<file path="src/rtl/uart_tx_sched.sv">
// Round-robin scheduler that shares one uart_tx between two byte requesters, pacing
// writes to whole frames and letting a requester lock the transmitter for a packet.
module uart_tx_sched #(
    parameter int CLOCKS_PER_BAUD = 104,
    parameter int FRAME_BITS      = 10,
    parameter int HOLD_TIMEOUT    = 65535
) (
    input  logic       clock,
    input  logic       reset,
    input  logic       req0_valid_i,
    input  logic [7:0] req0_data_i,
    input  logic       req0_last_i,
    output logic       req0_ready_o,
    input  logic       req1_valid_i,
    input  logic [7:0] req1_data_i,
    input  logic       req1_last_i,
    output logic       req1_ready_o,
    output logic       write_o,
    output logic [7:0] data_o,
    output logic [1:0] owner_o,
    output logic       busy_o,
    output logic       timeout_o
);

    localparam int FRAME_CLOCKS = CLOCKS_PER_BAUD * FRAME_BITS;
    localparam int CNT_W        = (FRAME_CLOCKS > 1) ? $clog2(FRAME_CLOCKS) : 1;
    localparam int IDLE_W       = (HOLD_TIMEOUT > 0) ? $clog2(HOLD_TIMEOUT + 1) : 1;
    localparam bit TIMEOUT_EN   = (HOLD_TIMEOUT != 0);

    localparam logic [CNT_W-1:0]  CNT_RESET  = CNT_W'(FRAME_CLOCKS - 1);
    // The SEND cycle is the first clock of the frame, so WAIT covers the remaining ones.
    localparam logic [CNT_W-1:0]  CNT_SEND   = CNT_W'(FRAME_CLOCKS - 2);
    localparam logic [CNT_W-1:0]  CNT_ZERO   = CNT_W'(0);
    localparam logic [CNT_W-1:0]  CNT_ONE    = CNT_W'(1);
    localparam logic [IDLE_W-1:0] IDLE_ZERO  = IDLE_W'(0);
    localparam logic [IDLE_W-1:0] IDLE_ONE   = IDLE_W'(1);
    localparam logic [IDLE_W-1:0] IDLE_LIMIT = IDLE_W'((HOLD_TIMEOUT > 0) ? HOLD_TIMEOUT - 1 : 0);

    typedef enum logic [1:0] {
        ST_ARB  = 2'd0,
        ST_HOLD = 2'd1,
        ST_SEND = 2'd2,
        ST_WAIT = 2'd3
    } state_t;

    state_t            state_r, state_s;
    logic [CNT_W-1:0]  cnt_r, cnt_s;
    logic [IDLE_W-1:0] idle_r, idle_s;
    logic              rr_last_r, rr_last_s;
    logic [1:0]        owner_r, owner_s;
    logic [7:0]        data_r, data_s;
    logic              last_r, last_s;
    logic              write_r, write_s;
    logic              busy_r, busy_s;
    logic              timeout_r, timeout_s;
    logic              sel_s;
    logic              grant0_s, grant1_s;

    // Grant selection and next-state / next-output computation.
    always_comb begin
        state_s   = state_r;
        cnt_s     = cnt_r;
        idle_s    = idle_r;
        rr_last_s = rr_last_r;
        owner_s   = owner_r;
        data_s    = data_r;
        last_s    = last_r;
        write_s   = 1'b0;
        busy_s    = 1'b0;
        timeout_s = 1'b0;
        grant0_s  = 1'b0;
        grant1_s  = 1'b0;

        if (req0_valid_i && req1_valid_i) begin
            sel_s = ~rr_last_r;
        end else if (req1_valid_i) begin
            sel_s = 1'b1;
        end else begin
            sel_s = 1'b0;
        end

        case (state_r)
            ST_ARB: begin
                grant0_s = ~sel_s & req0_valid_i;
                grant1_s = sel_s & req1_valid_i;
            end
            ST_HOLD: begin
                grant0_s = owner_r[0] & req0_valid_i;
                grant1_s = owner_r[1] & req1_valid_i;
            end
            default: begin
                grant0_s = 1'b0;
                grant1_s = 1'b0;
            end
        endcase

        case (state_r)
            ST_ARB, ST_HOLD: begin
                if (grant0_s || grant1_s) begin
                    data_s  = grant1_s ? req1_data_i : req0_data_i;
                    last_s  = grant1_s ? req1_last_i : req0_last_i;
                    owner_s = grant1_s ? 2'b10 : 2'b01;
                    if (state_r == ST_ARB) begin
                        rr_last_s = grant1_s;
                    end else begin
                        rr_last_s = rr_last_r;
                    end
                    write_s = 1'b1;
                    idle_s  = IDLE_ZERO;
                    state_s = ST_SEND;
                end else if ((state_r == ST_HOLD) && TIMEOUT_EN) begin
                    // A locked owner that stalls too long forfeits the transmitter.
                    if (idle_r == IDLE_LIMIT) begin
                        timeout_s = 1'b1;
                        owner_s   = 2'b00;
                        idle_s    = IDLE_ZERO;
                        state_s   = ST_ARB;
                    end else begin
                        idle_s = idle_r + IDLE_ONE;
                    end
                end else begin
                    idle_s = IDLE_ZERO;
                end
            end
            ST_SEND: begin
                cnt_s   = CNT_SEND;
                busy_s  = 1'b1;
                state_s = ST_WAIT;
            end
            ST_WAIT: begin
                if (cnt_r == CNT_ZERO) begin
                    idle_s = IDLE_ZERO;
                    if (last_r) begin
                        owner_s = 2'b00;
                        state_s = ST_ARB;
                    end else begin
                        state_s = ST_HOLD;
                    end
                end else begin
                    cnt_s  = cnt_r - CNT_ONE;
                    busy_s = 1'b1;
                end
            end
            default: begin
                state_s = ST_ARB;
            end
        endcase
    end

    // State and registered-output update; reset parks in WAIT so an in-flight frame can finish.
    always_ff @(posedge clock) begin
        if (reset) begin
            state_r   <= ST_WAIT;
            cnt_r     <= CNT_RESET;
            idle_r    <= IDLE_ZERO;
            rr_last_r <= 1'b1;
            owner_r   <= 2'b00;
            data_r    <= 8'h00;
            last_r    <= 1'b1;
            write_r   <= 1'b0;
            busy_r    <= 1'b1;
            timeout_r <= 1'b0;
        end else begin
            state_r   <= state_s;
            cnt_r     <= cnt_s;
            idle_r    <= idle_s;
            rr_last_r <= rr_last_s;
            owner_r   <= owner_s;
            data_r    <= data_s;
            last_r    <= last_s;
            write_r   <= write_s;
            busy_r    <= busy_s;
            timeout_r <= timeout_s;
        end
    end

    assign req0_ready_o = grant0_s;
    assign req1_ready_o = grant1_s;
    assign write_o      = write_r;
    assign data_o       = data_r;
    assign owner_o      = owner_r;
    assign busy_o       = busy_r;
    assign timeout_o    = timeout_r;

endmodule

</file>
<file path="config.mk">
export PLATFORM = sky130hd
export DESIGN_NAME = uart_tx_sched
export DESIGN_NICKNAME = d
export VERILOG_FILES = /design/src/rtl/uart_tx_sched.sv
export SDC_FILE = /design/constraint.sdc
export NUM_CORES = 1
export LEC_CHECK = 0
export ABC_CLOCK_PERIOD_IN_PS = 4480
export CORE_UTILIZATION = 40
export DETAILED_ROUTE_END_ITERATION = 7
export GPL_TIMING_DRIVEN = 0
export MAX_ROUTING_LAYER = met4
export SETUP_SLACK_MARGIN = 0.4
export SLEW_MARGIN = 0
export SYNTH_ARGS = -nofsm -noshare
export SYNTH_HDL_FRONTEND = slang
export SYNTH_SLANG_ARGS = --single-unit
</file>
<file path="constraint.sdc">
create_clock -name clock -period 4.48 [get_ports clock]
set_input_delay 0.672 -clock clock [delete_from_list [all_inputs] [get_ports clock]]
set_output_delay 0.672 -clock clock [all_outputs]
set_load 0.03 [all_outputs]
</file>
# Word-level counts from Yosys, hierarchy flattened
# Index checks and enable logic that the tools add are counted.
[op_classes]
addsub = 2
n_eq_ne = 9
muxes = 28
bitwise_logic = 8
reduce_logical = 15
[op_table]
columns = ["op", "n"]
rows = [
  ["$mux W16", 4],
  ["$pmux W16 S2", 1],
  ["$pmux W11 S2", 1],
  ["$add A16 B1 Y16 const B", 1],
  ["$eq A16 B16 Y1 const B", 1],
  ["$mux W2", 8],
  ["$logic_not A11 Y1", 1],
  ["$mux W11", 1],
  ["$sub A11 B1 Y11 const B", 1],
  ["$mux W8", 1],
  ["$mux W1", 7],
  ["$ne A2 B2 Y1 const B", 3],
  ["$ne A3 B3 Y1 const B", 2],
  ["$pmux W1 S2", 3],
  ["$pmux W2 S3", 1],
  ["$reduce_and A2 Y1", 3],
  ["$reduce_and A3 Y1", 2],
  ["$reduce_and A5 Y1", 1],
  ["$and A1 B1 Y1", 4],
  ["$eq A2 B2 Y1 const B", 2],
  ["$not A1 Y1", 4],
  ["$pmux W2 S2", 1],
  ["$reduce_bool A2 Y1", 2],
  ["$reduce_or A2 Y1", 2],
  ["other kinds (5)", 5],
]
[totals]
reg_bits = 44
input_bits = 22
out_inout_bits = 15
elab_cells = 72

# Depth between registers and ports, before layout
# Gate-level depths: netlist (run 1).
[depth]
word_depth = 8
depth_mapped = 8
depth_no_buf = 7

# Worst setup path after synthesis (run 1)
# No wires, ideal clock.
[synth_timing]
path_kind = "input port to output port"
startpoint = "in req1_valid_i"
endpoint = "out req0_ready_o"
arrival_ps = 1611
required_ps = 3808
setup_slack_ps = 2197
cell_stages = 3
n_path_buf = 1
cell_sequence = "nor2b_1 -> a2111oi_4 -> buf_4"
[synth_between]
elab_chain_len = 5
elab_cells_between_ends = 6
classes_between = "mux: 3; bitwise: 2; reduce/logical: 1"
[synth_rtl]
columns = ["item", "line", "source"]
rows = [
  ["start: declaration", "14", "input logic req1_valid_i,"],
  ["$mux W1 / $logic_and A1 B1 Y1 (equally long branches)", "76, 74", ""],
  ["$mux W1 (*)", "74", "if (req0_valid_i && req1_valid_i) begin"],
  ["$not A1 Y1 (*)", "84", "grant0_s = ~sel_s & req0_valid_i;"],
  ["$and A1 B1 Y1 (*)", "84", ""],
  ["$pmux W1 S2 (*)", "82", "case (state_r)"],
  ["end: declaration", "13", "output logic req0_ready_o,"],
]
# Mark *: on every way between the ends. The rest lies on a longest branch, timed or not.

# Final worst setup path (run 1)
# Same ends and word-level chain as after synthesis.

==> results of run 1 <==
==> where the power goes <==
group          switching (mW)  internal (mW)
registers             0.00255          0.393
clock network           0.138          0.106
logic                  0.0179         0.0220
==> metal layers <==
| metal | track usage | vias up |
|---|---|---|
| li1 | - | 1084 |
| met1 | 0.2731 | 1035 |
| met2 | 0.3478 | 50 |
| met3 | 0.03214 | 5 |
| met4 | 0.06981 | 0 |
| met5 | - | - |
==> sequential cells by signal (all words and copies together), names as in the netlist <==
register / count
busy_o: 1
idle_r: 16
cnt_r: 11
write_o: 1
rr_last_r: 1
timeout_o: 1
owner_o: 2
last_r: 1
state_r: 2
data_o: 8
==> critical path, delay by kind of cell <==
kind | cells | cell delay, ns
compound gates | 1 | 0.60
buf+inv | 3 | 1.43
simple gates | 1 | 0.18
==> logic make-up after synthesis <==
logic type      Yosys count
fa+ha+maj                 4
xor+xnor                  6
compound gates           60
flops                    44
simple gates            122
mux                      11
buf+inv                  25
==> worst paths after layout <==
check / to / slack [ns] / depth (start not counted)
min reg2reg: owner_o[1] / 0.50 / 2
max reg2reg: idle_r[9] / 2.08 / 7
min: owner_o[1] / 0.50 / 2
max: req0_ready_o / 0.91 / 5
==> final cells by class <==
type	instances	area, um^2
Clock buffer	6	72.57
Multi-Input combinational cell	203	1287
Clock inverter	1	5.005
Buffer	13	53.80
Timing Repair Buffer	35	350.3
Fill cell	573	2688
Tap cell	72	90.09
Inverter	12	45.04
Sequential cell	44	880.8
==> cell usage after synthesis (all sizes together) (2+ instances only) <==
cell,instances,share of area
nor3,8,0.023
or4,3,0.0099
clkbuf,11,0.018
nor2b,3,0.0083
mux2i,11,0.049
nand2,29,0.048
o21ai,15,0.033
nor2,26,0.043
nand3b,4,0.013
nor4,9,0.034
xor2,6,0.023
ha,4,0.022
a31oi,4,0.011
a211oi,12,0.040
and3,3,0.0083
nand3,17,0.040
dfxtp,44,0.39
and4,2,0.0077
a221o,2,0.0088
or3,3,0.0083
a21oi,12,0.026
nand4,7,0.019
o41ai,2,0.0077
a311oi,4,0.015
buf,2,0.0055
inv,12,0.020
==> per-stage QoR <==
stage               area [um^2]    util  setup WS (ns)  std cells  hold WS, ns
finish                     2785  0.5089         0.9110        386       0.5026
global route               2785  0.5089         0.8503        386       0.5282
CTS                        2785  0.5089         0.9212        386       0.5064
detailed placement         2708  0.4947         0.9261        379       0.4922
global placement           2708  0.4947         0.9104        379       0.4841
floorplan                  2267       -          2.197        272       0.4666
==> results summary, run 1 <==
After clock tree synthesis, the clock-pin slew on the worst setup and hold paths is 0.08 ns. The first global-routing pass estimated 9894 um of wire. The flip-flop and latch count after synthesis is 44. The number of setup buffers added after CTS came out at 0. The buffer type at the clock tree root is sky130_fd_sc_hd__clkbuf_8. The number of maximum-capacitance constraint violations came out at 0. The remaining antenna violation count after routing came out at 0.

The count of different cell masters after synthesis is 49. The initial antenna violation count came out at 0. The length of routed met2 wiring came out at 2783 um.

The minimum clock period after layout came out at 3.569 ns. In this run the core area contains 27 standard-cell rows. The longest clock path from root to sink contains 2 buffers.

From synthesis to final layout, the design area changed by 22.85%. The post-synthesis sequential area ratio is 0.3885. The total clock buffers created by CTS came out at 5. The adder-cell area share of the yosys netlist came out at 0.02208. The number of global-route vias before repair was 2022.

The die outline width came out at 77.29 um. The area of the die came out at 0.005973 mm^2. Measured against the total synthesized area, the mux share comes to 0.04857. After clock tree synthesis, the repair step resized 0 gates. Summed over all cells, the static leakage comes to 0.9689 nW.

The sum of overflow across all layers after global routing is 0. The worst hold path begins at owner_o[1]. In this run the tightest slew margin relative to its limit is 0.4109. The number of violations reported at the end of detailed-routing iteration 0 is 110.

In the routed layout, each cell is associated on average with a via count of 5.632. The total power per unit cell area came out at 244.1 mW/mm^2. The startpoint identified for the worst register-to-register timing path is cnt_r[0].

The die height came out at 77.29 um. Setup repair after global routing left no endpoint under its margin. The mean routed wirelength per cell is 15.20 um.

The number of hold violations in the final report came out at 0. For the pin with the worst max-slew slack, the measured transition is 0.8722 ns. The first TritonRoute pass finished after 4 iterations.

The routed design uses 236 um of met3 wire. The leading register cell type out of synthesis is sky130_fd_sc_hd__dfxtp_1. The launch point of the critical path is req1_valid_i. A synthesized cell averages 8.335 um^2. The worst path required time came out at 3.81 ns. By area, the combinational part of the netlist is dominated by simple AND/OR/NAND/NOR gates. The number of synthesized flops with an enable pin is 0.

Summed over all failing endpoints, the final setup total negative slack is 0 ns. The maximum VDD drop came out at 0.1241 mV. The source-to-sink clock delay at the later pin of the worst-skew pair is 0.30 ns. The library cells used most frequently in the layout, excluding fill and tap cells, are sky130_fd_sc_hd__dfxtp_1 (44), sky130_fd_sc_hd__clkdlybuf4s50_1 (35), sky130_fd_sc_hd__nand2_1 (29). The library cell used most frequently in the layout, excluding fill and tap cells, is sky130_fd_sc_hd__dfxtp_1. The congestion estimate from routability-driven global placement came to 0.8486.

The highest metal layer carrying signal wires in the routed design is met4. The total routing resource utilization after global routing is 0.2148. The net total in the final layout is 340. The total detailed-routing wirelength is 5869 um. The Yosys step of the flow raised 0 warnings.

The fraction of the cycle the final worst path needs came out at 0.7967. The number of I/O port buffers came out at 35. The worst setup path is captured at a primary output.

The number of endpoints failing setup at the final stage came out at 0. The count of final max-slew check failures came out at 0. The remaining routing DRC violations is 0.

The area of the mapped netlist is 0.002267 mm^2. The clock skew came out at 0.004280 ns. The number of vias in the routed layout came out at 2174.

On the worst path, the slowest cell contributes a delay of 0.69 ns. The post-cts hold buffer count came out at 0. Once detailed placement completed, the half-perimeter wirelength came to 4214 um. The area share of and/or/nand/nor cells after synthesis is 0.2892. The maximum level of the CTS H-tree came out at 2. The parity-gate share of the synthesized area counting xor and xnor cells is 0.02318.

The number of placed I/O pins came out at 37. The pin count of the biggest net entering global routing came out at 13. After synthesis, the share of flip-flops with an asynchronous set or reset is 0. The design draws 0.6799 mW.

The worst setup path is launched from a primary input. The signal on the critical path passes through clkdlybuf4s50_1, nor2b_1, a2111oi_4, buf_4, clkdlybuf4s50_1. Derived from the worst setup path, the maximum achievable clock frequency is 0.2802 GHz. The top fanout value on the critical path came out at 10. The critical path is of the primary input to primary output type. The number of nets handed over by synthesis was 298. For this design, the slowest cell found on the critical path is sky130_fd_sc_hd__clkdlybuf4s50_1. The number of antenna diodes in the final layout is 0.

The fraction of layout instances using a drive strength above 1 is 0.05096. TritonCTS built the clock tree. The detailed router put a total of 2787 um of wire on met1. The clock net sink count is 44. The share of the synthesized area in compound gates (AO/OA/AOI/OAI) came out at 0.1849. The flow ran to the end, and the final reports show no timing, DRC or antenna violations. Synthesis handed over a netlist of 272 instances. The core outline area is 0.005473 mm^2. The arrival time at the worst endpoint came out at 2.90 ns.

The class of the most critical hold timing path is register to register. Counting stages on the worst path, the most repeated cell is sky130_fd_sc_hd__clkdlybuf4s50_1. The effective utilization at floorplan came out at 0.4143.
(Power assumes the default switching activity.)
==> run 2: changes to the inputs <==
Settings changed: ABC_CLOCK_PERIOD_IN_PS 4480 to 3700.
Clock period 4.48 ns to 3.7 ns, I/O delays scaled along.
==> run 2 against run 1 <==
  * Clock skew is 0.00051 ns lower
  * Register-to-register slack got worse by 0.79 ns
  * Clock power grew 20%
  * Cell area is 0.54% higher
  * Clock-buffer cell count did not move
  * Global-route usage is the same
  * Cell count up 0.52%
  * Worst setup slack worse by 0.39 ns
  * Sequential cell count did not move
  * Sequential power increased by 21%
  * Sequential share of layout area shrank 0.17 points
  * Wire length hardly changed
==> results summary, run 2 (synthesis results as in run 1) <==
The die height is 77.29 um. In the final layout, the multi-input gates occupy 0.001287 mm^2. The setup slack after layout came out at 0.5187 ns. The minimum hold slack came out at 0.5012 ns. The number of flip-flops in the largest register is 16. idle_r holds more flip-flops than any other register. The fraction of power spent switching nets is 0.2298. The run finished with clean final reports. For this run, the top clock speed supported by timing is 0.3143 GHz.

The count of final max-slew check failures is 0. Along the worst path, the maximum fanout reaches 10. For the worst setup path, the data required time is 3.14 ns. Fill cells in the final layout number 573. For the worst setup path, the data arrival time is 2.63 ns. CTS placed an instance of sky130_fd_sc_hd__clkbuf_8 at the clock tree root. Dividing the detail-routed wire length by the instance count gives 15.13 um. The antenna diode count is 0.

In this run the count of I/O pins placed on the die edge is 37. The routability congestion estimate came out at 0.8486. The number of global-route vias before repair came out at 2022. Setup violations remaining at the end of the flow were counted as 0. The die outline width came out at 77.29 um.

The area added between synthesis and finish is 23.51%. For this run, the total global-route usage over all layers was measured as 0.2148. In this run the number of H-tree levels came out at 2. In this run the worst hold path is classified as register to register. The final route contains 2196 vias. The HPWL after detailed placement is 4214 um.

The final instance count without filler cells came out at 388. The minimum clock period after layout came out at 3.181 ns. In the layout the commonest cells are sky130_fd_sc_hd__dfxtp_1 (44), sky130_fd_sc_hd__clkdlybuf4s50_1 (35), sky130_fd_sc_hd__nand2_1 (29). The remaining routing DRC violations is 0. The overall power consumption came out at 0.8196 mW. Of the total power, combinational logic draws 0.059. The largest stage delay on the critical path came out at 0.69 ns. The total number of placement rows came out at 27. The number of cells in the design after placement is 379.

The area of the die is 0.005973 mm^2. The share of total power dissipated in sequential elements is 0.584. The number of hold violations in the final report is 0. In this run the tightest slew margin relative to its limit is 0.3935. The leakage power figure is 0.9799 nW.

The detail route stage leaves a number of antenna-violating nets equal to 0. For the pin with the worst max-slew slack, the measured transition is 0.8980 ns. The critical path is of the primary input to primary output type. The source-to-sink clock delay at the later pin of the worst-skew pair came out at 0.29 ns. The sum of overflow across all layers after global routing came out at 0. Gates resized during post-CTS repair numbered 0.

Setup repair after global routing left no endpoint under its margin. TritonCTS built the clock tree. In the final design database the tool counted 342 nets. Internal power comes to 0.6312 mW. The area taken by flip-flops and latches is 880.8 um^2. Leaving out fill and tap cells, the most frequent cell in the layout is sky130_fd_sc_hd__dfxtp_1.

The via count normalized by instance count came out at 5.660. The post-route setup TNS is 0 ns. The total power per unit cell area came out at 292.7 mW/mm^2. Counting the buffers created by CTS gives 5. The pin count of the biggest net entering global routing is 13.

The clock skew is 0.003766 ns. Counting stages on the worst path, the most repeated cell is sky130_fd_sc_hd__clkdlybuf4s50_1. The clock network power share is 0.357. The effective utilization at floorplan is 0.4143. The first TritonRoute pass finished after 4 iterations. The slowest stage cell on the critical path is sky130_fd_sc_hd__clkdlybuf4s50_1. In this run the deepest clock path goes through 2 buffers. The routed design has 5872 um of wire. The number of I/O port buffers came out at 35. In the final layout, the share of cells above drive strength 1 is 0.05696. For this block, the initial DRC count from the detailed router was 93. The clock slew seen by the registers of the worst setup and hold paths came out at 0.08 ns.

The initial antenna violation count came out at 0. The placement-stage worst setup slack came out at 0.3801 ns. After clock tree synthesis, the flow added hold-fix buffers numbering 0.

The fraction of the cycle the final worst path needs is 0.8598. Max-cap violations in this run came to 0. The first global-routing pass estimated 9894 um of wire.

The core outline area came out at 0.005473 mm^2. The critical path goes through clkdlybuf4s50_1, nor2b_1, a2111oi_4, buf_4, clkdlybuf4s50_1. STA classifies the critical path startpoint as a primary input. The switching power is 0.1884 mW. STA classifies the critical path endpoint as a primary output.

The maximum VDD drop is 0.1468 mV. The clock net sink count came out at 44.
[run 2: metal layers]
layer  track usage  share of wire  up-vias
met2        0.3478           0.48       56
met1        0.2731           0.47     1046
met5             -              0        -
met3       0.03214          0.043        5
met4       0.06981          0.011        0
li1              -              -     1089
[run 2: worst max-delay path, delay by kind of cell]
kind	cells	cell delay (ns)
simple gates	1	0.19
compound gates	1	0.47
buf+inv	3	1.41
[run 2: final timing paths]
check	startpoint	endpoint	slack (ns)	cells after the start
worst min-delay path	owner_o[1]	owner_o[1]	0.50	2
worst max-delay path	req1_valid_i	req0_ready_o	0.52	5
worst min register to register	owner_o[1]	owner_o[1]	0.50	2
worst max register to register	cnt_r[0]	idle_r[9]	1.29	7
[run 2: area by class of cell]
cell class | instances | area share
inverters | 12 | 0.01609
clock inverters | 1 | 0.001787
flip-flops and latches | 44 | 0.3146
plain buffers | 13 | 0.01921
clock buffers | 6 | 0.02592
multi-input cells | 203 | 0.4598
repair buffers | 37 | 0.1305
well taps | 72 | 0.03217
[run 2: power groups by stage]
stage          sequential [mW]  combinational, mW  clock [mW]
2_1_floorplan            0.489             0.0200           0
3_3_place_gp             0.490             0.0487           0
3_5_place_dp             0.490             0.0488           0
4_1_cts                  0.479             0.0490       0.303
5_1_grt                  0.480             0.0535       0.317
6_report                 0.479             0.0485       0.292
[run 2: what timing repair did]
item,4_1_cts,5_1_grt
buffers inserted,0,2
setup endpoints to repair,1,1
pin swaps,1,1
[run 2: metrics by stage]
step / area [um^2] / util
after detailed placement: 2708 / 0.4947
after global routing: 2800 / 0.5117
final: 2800 / 0.5117
after global placement: 2708 / 0.4947
after floorplan: 2267 / -
after CTS: 2785 / 0.5089
